### src/rtl/proc_dispatch_port.sv
// proc_dispatch_port
//   Processor-side endpoint of the dispatcher protocol (one per core).
//   - Queues spawn requests from the core in a small FIFO and sends them one at
//     a time to the dispatcher using the onspawn/ack toggle handshake.
//   - Receives start commands (level, edge-detected) from the dispatcher,
//     pulses core_start and reports proc_running until the core has halted
//     and every spawn it issued has been acknowledged.
// Ports
//   clock, reset_n                     : clock, asynchronous active-low reset
//   spawn_valid/spawn_addr/spawn_ready : core -> FIFO spawn request
//   core_start/core_start_addr         : launch pulse and latched entry address
//   core_halt                          : core finished its task (pulse)
//   proc_onspawn/proc_spawn_addr       : spawn request toggle and address to dispatcher
//   proc_ack                           : dispatcher ack toggle
//   proc_start/proc_start_addr         : start command from dispatcher
//   proc_running                       : busy flag polled by the dispatcher
//   spawn_pending                      : FIFO occupancy plus the request in flight
//   err_start_busy                     : sticky, start received while not idle
module proc_dispatch_port #(
  parameter int ADDR_W = 8,
  parameter int DEPTH  = 4
) (
  input  logic                       clock,
  input  logic                       reset_n,
  input  logic                       spawn_valid,
  input  logic [ADDR_W-1:0]          spawn_addr,
  output logic                       spawn_ready,
  output logic                       core_start,
  output logic [ADDR_W-1:0]          core_start_addr,
  input  logic                       core_halt,
  output logic                       proc_onspawn,
  output logic [ADDR_W-1:0]          proc_spawn_addr,
  input  logic                       proc_ack,
  input  logic                       proc_start,
  input  logic [ADDR_W-1:0]          proc_start_addr,
  output logic                       proc_running,
  output logic [$clog2(DEPTH):0]     spawn_pending,
  output logic                       err_start_busy
);

  localparam int PW = $clog2(DEPTH);
  localparam int CW = PW + 1;

  typedef enum logic [1:0] {
    RUN_IDLE    = 2'd0,
    RUN_RUNNING = 2'd1,
    RUN_DRAIN   = 2'd2
  } run_t;

  typedef enum logic {
    TX_IDLE = 1'b0,
    TX_WAIT = 1'b1
  } tx_t;

  run_t              run_state, run_next;
  tx_t               tx_state, tx_next;
  logic [ADDR_W-1:0] fifo_mem [DEPTH];
  logic [PW-1:0]     wr_ptr, rd_ptr;
  logic [CW-1:0]     count;
  logic              start_q;
  logic              push, pop, fifo_empty, start_edge, take_start, flag_busy;

  // State register for the RUN and TX machines.
  always_ff @(posedge clock or negedge reset_n) begin
    if (!reset_n) begin
      run_state <= RUN_IDLE;
      tx_state  <= TX_IDLE;
    end else begin
      run_state <= run_next;
      tx_state  <= tx_next;
    end
  end

  // Next-state logic for the RUN and TX machines.
  always_comb begin
    run_next = run_state;
    tx_next  = tx_state;
    case (tx_state)
      TX_IDLE: if (!fifo_empty) tx_next = TX_WAIT; else tx_next = TX_IDLE;
      // Ack toggle matching our request toggle closes the handshake.
      TX_WAIT: if (proc_ack == proc_onspawn) tx_next = TX_IDLE; else tx_next = TX_WAIT;
      default: tx_next = TX_IDLE;
    endcase
    case (run_state)
      RUN_IDLE: if (start_edge) run_next = RUN_RUNNING; else run_next = RUN_IDLE;
      RUN_RUNNING: begin
        if (core_halt) begin
          // A push in the halt cycle still has to drain, so it forces DRAIN.
          if (fifo_empty && (tx_state == TX_IDLE) && !push) run_next = RUN_IDLE;
          else                                               run_next = RUN_DRAIN;
        end else begin
          run_next = RUN_RUNNING;
        end
      end
      RUN_DRAIN: if (fifo_empty && (tx_state == TX_IDLE)) run_next = RUN_IDLE; else run_next = RUN_DRAIN;
      default: run_next = RUN_IDLE;
    endcase
  end

  // Output / control decode derived from current state.
  always_comb begin
    fifo_empty    = (count == {CW{1'b0}});
    spawn_ready   = (run_state == RUN_RUNNING) && (count < CW'(DEPTH));
    push          = spawn_valid && spawn_ready;
    pop           = (tx_state == TX_IDLE) && !fifo_empty;
    start_edge    = proc_start && !start_q;
    take_start    = start_edge && (run_state == RUN_IDLE);
    flag_busy     = start_edge && (run_state != RUN_IDLE);
    spawn_pending = count + {{PW{1'b0}}, (tx_state == TX_WAIT)};
  end

  // Spawn FIFO storage, pointers and occupancy.
  always_ff @(posedge clock or negedge reset_n) begin
    if (!reset_n) begin
      for (int i = 0; i < DEPTH; i++) fifo_mem[i] <= {ADDR_W{1'b0}};
      wr_ptr <= {PW{1'b0}};
      rd_ptr <= {PW{1'b0}};
      count  <= {CW{1'b0}};
    end else begin
      if (push) begin
        fifo_mem[wr_ptr] <= spawn_addr;
        wr_ptr           <= wr_ptr + PW'(1);
      end
      if (pop) rd_ptr <= rd_ptr + PW'(1);
      case ({push, pop})
        2'b10:   count <= count + CW'(1);
        2'b01:   count <= count - CW'(1);
        default: count <= count;
      endcase
    end
  end

  // Spawn request toward the dispatcher: address and toggle move together.
  always_ff @(posedge clock or negedge reset_n) begin
    if (!reset_n) begin
      proc_onspawn    <= 1'b0;
      proc_spawn_addr <= {ADDR_W{1'b0}};
    end else if (pop) begin
      proc_onspawn    <= ~proc_onspawn;
      proc_spawn_addr <= fifo_mem[rd_ptr];
    end
  end

  // Start reception, core launch and status flags.
  always_ff @(posedge clock or negedge reset_n) begin
    if (!reset_n) begin
      start_q         <= 1'b0;
      core_start      <= 1'b0;
      core_start_addr <= {ADDR_W{1'b0}};
      proc_running    <= 1'b0;
      err_start_busy  <= 1'b0;
    end else begin
      start_q      <= proc_start;
      core_start   <= take_start;
      proc_running <= (run_next != RUN_IDLE);
      if (take_start) core_start_addr <= proc_start_addr;
      if (flag_busy)  err_start_busy  <= 1'b1;
    end
  end

endmodule

### config.mk
export PLATFORM = sky130hd
export DESIGN_NAME = proc_dispatch_port
export DESIGN_NICKNAME = d
export VERILOG_FILES = /design/src/rtl/proc_dispatch_port.sv
export SDC_FILE = /design/constraint.sdc
export NUM_CORES = 1
export LEC_CHECK = 0
export CAP_MARGIN = 20
export CORE_MARGIN = 10
export CORE_UTILIZATION = 53
export DETAILED_ROUTE_END_ITERATION = 16
export PLACE_DENSITY = 0.82
export SLEW_MARGIN = 20
export SYNTH_ARGS = -nofsm -noshare
export SYNTH_HDL_FRONTEND = slang
export SYNTH_SLANG_ARGS = --single-unit
### constraint.sdc
create_clock -name clock -period 2.8 [get_ports clock]
set_input_delay 0.28 -clock clock [delete_from_list [all_inputs] [get_ports clock]]
set_output_delay 0.28 -clock clock [all_outputs]
set_load 0.01 [all_outputs]
==> impl_metrics.toml <==
[setup_path]
crit_arrival_ns = 1.83
cp-start-kind = "flip-flop"
worstSetupPathType = "reg -> out"
cp_max_fo = 5
cp_data_required_time_ns = 2.52
endpoint_kind = "primary output"

[power_and_ir_drop]
peakVddDrop_uv = 580
switchingPower_w = 0.00117
p_leak_nw = 1.56
intPower_w = 0.00264
p_per_area_nw_per_um2 = 1090
clkPwrFrac = 0.190
pwr-share-seq = 0.427
total_power_w = 0.00381
combPwrFrac = 0.383
switching_share = 0.308

[run_status]
status = "finished, final reports clean"

[die]
die_w_um = 92.8
rows = 26
die_y_um = 92.8
start_util = 0.546
fp.dieArea_um2 = 8610
top_level_ports = 46
core_um2 = 5140

[sta]
period_needed_ns = 2.11
max_slew_margin = 0.422
rsz0062_at_grt = "no"
max_freq_mhz = 475
worst_hold_slack_ns = 0.0633
slew_viol_final = 0
fin_skew_ns = 0.00401
finalCritPeriodShare = 0.753
setup_viol = 0
hold_viol_final = 0
worst_pin_slew_ns = 0.868
fin_tns_setup_ns = 0

[cells_and_area]
syn2layout_area_growth_pct = 24.7
num-fill-cells = 382
drive_gt1_frac = 0.348
final_cell_area_um2 = 3500
regArea_um2 = 1580
multi_input_area_um2 = 1160
antenna_cells = 0
finish.utilization = 0.681
nNetsFinal = 260

[detailed_routing]
drt-pass1-iter-count = 4
routed_wl_um = 5370
drt_iter0_drc = 86
vias = 1568
via_per_inst = 5.17
postRouteAntennaNets = 0
remaining_drc_errors = 0
avgRoutedWirePerCell_um = 17.7

[placed_design]
placed_cell_area_um2 = 3320
place.port_buffers = 45
place_hpwl_um = 3840
gp_congestion = 0.745

[synthesis]
ys_seq_elements = 63
syn-cell-area_um2 = 2810
yosysUniqueCellTypes = 32
syn_inst = 176
synthesis.nets = 206
syn_avg_cell_area_um2 = 16.0
synth_warnings = 0
ys_seq_area_frac = 0.561

[clocking]
ctsHoldBuffers = 0
htreeDepth = 3
cts_setup_buffers = 0
cts.sinks = 63
clk_latency_ns = 0.33
numCtsBuffers = 9
cts_tree = "yes"
path_clk_slew_ns = 0.06
cts_buffer_depth = 2
cts_root_buf = "clkbuf_8"
cts_resized = 0

[flow_run]
cap_violations = 0

[hold_path]
hold_class = "in -> async"

[global_routing]
antenna_found_initial = 0
grt_max_degree = 41
grt.overflow.total = 0
grt_pass1_vias = 1807
grt_pass1_wl_um = 9320
track_usage = 0.139
## placed cells by master (no fill, tap or decap)
cell type and n:
o32ai_1 1, inv_1 6, and4bb_2 1, clkbuf_1 1
ha_1 7, nor3b_1 2, nand2_8 4, clkbuf_8 13
nor3_4 1, xnor2_1 3, buf_2 1, a21oi_1 1
nor4_1 1, mux4_2 8, a31oi_1 1, nand2b_1 2
a221o_1 1, mux2_2 48, clkdlybuf4s50_1 44, o21bai_1 1
and2_1 1, o21ai_0 1, nor2_1 4, buf_4 4
mux2_4 1, fa_1 1, dfrtp_1 63, xor2_1 6
nor3_1 1, mux2i_1 1, nand2_1 2, nor2b_1 1
## worst max-delay path: stages, from the launching register on
cell	delay, ns
dfrtp_1	0.42
ha_1	0.22
ha_1	0.18
xor2_1	0.13
clkdlybuf4s50_1	0.55
## synth_stat cells, drive strengths merged
library cell / instances / share of area
ha: 7 / 0.031
and2: 1 / 0.0022
nor4: 1 / 0.0022
nor3b: 2 / 0.0053
a221o: 1 / 0.0036
clkbuf: 1 / 0.0013
o21ai: 1 / 0.0018
o21bai: 1 / 0.0027
o32ai: 1 / 0.0031
a31oi: 1 / 0.0022
nand2: 6 / 0.031
buf: 5 / 0.017
nor2b: 1 / 0.0022
nor2: 4 / 0.0053
mux2: 49 / 0.20
nand2b: 2 / 0.0045
inv: 6 / 0.0080
xor2: 6 / 0.019
a21oi: 1 / 0.0018
xnor2: 3 / 0.0094
mux2i: 1 / 0.0036
fa: 1 / 0.0071
mux4: 8 / 0.064
nor3: 2 / 0.0076
dfrtp: 63 / 0.56
and4bb: 1 / 0.0045
## final cells by class
type / count / share of cell area
clock buffers: 14 / 0.0522
multi-input cells: 101 / 0.330
inverters: 6 / 0.00643
repair buffers: 49 / 0.136
well taps: 70 / 0.0250
flip-flops and latches: 63 / 0.450
## power groups by stage
stage	clock network, W	logic [W]	registers (W)
after floorplan	0	0.00102	0.00154
after global placement	0	0.00144	0.00162
after detailed placement	0	0.00148	0.00165
after CTS	0.000739	0.00149	0.00164
after global routing	0.000787	0.00159	0.00169
final	0.000724	0.00146	0.00163
## flip-flops by register name, summed over array words and instances (netlist names)
name,cells
proc_spawn_addr,8
proc_onspawn,1
fifo_mem,32
proc_running,1
wr_ptr,2
core_start,1
start_q,1
tx_state,1
err_start_busy,1
core_start_addr,8
rd_ptr,2
run_state,2
count,3
## routing by layer
layer  part of all wire  track usage
met4              0.011       0.0424
met1               0.42        0.154
met3              0.040       0.0557
met5                  0            0
met2               0.53        0.241
## stage by stage
step	std cells	setup WS [ns]
CTS	303	0.671
global placement	289	0.797
floorplan	176	0.811
global route	303	0.572
detailed placement	289	0.757
finish	303	0.693
## final timing paths
kind | slack, ns | from | cells after the start | endpoint
worst max register to register | 0.87 | run_state[1]$_DFF_PN0_ | 8 | count[2]$_DFFE_PN0P_
worst min register to register | 0.50 | fifo_mem[9]$_DFFE_PN0P_ | 1 | fifo_mem[9]$_DFFE_PN0P_
worst max-delay path | 0.69 | tx_state$_DFF_PN0_ | 4 | spawn_pending[2]
max in group asynchronous | 2.03 | reset_n | 2 | proc_spawn_addr[1]$_DFFE_PN0N_
worst min-delay path | 0.06 | reset_n | 1 | proc_running$_DFF_PN0_
min in group clock | 0.43 | proc_start | 1 | start_q$_DFF_PN0_
## cells by family (layout without fill, tap and decap cells)
group,count (synthesis),count (layout),share of synthesized area
muxes,58,58,0.265
buffers and inverters,12,69,0.0267
xor gates and xnor gates,9,9,0.0281
adders and majority gates,8,8,0.0383
DFF,63,63,0.561
AOI/OAI and AO/OA,6,6,0.0151
and+or+nand+nor,20,20,0.0650
No activity file was read; power rests on OpenSTA's default activity.
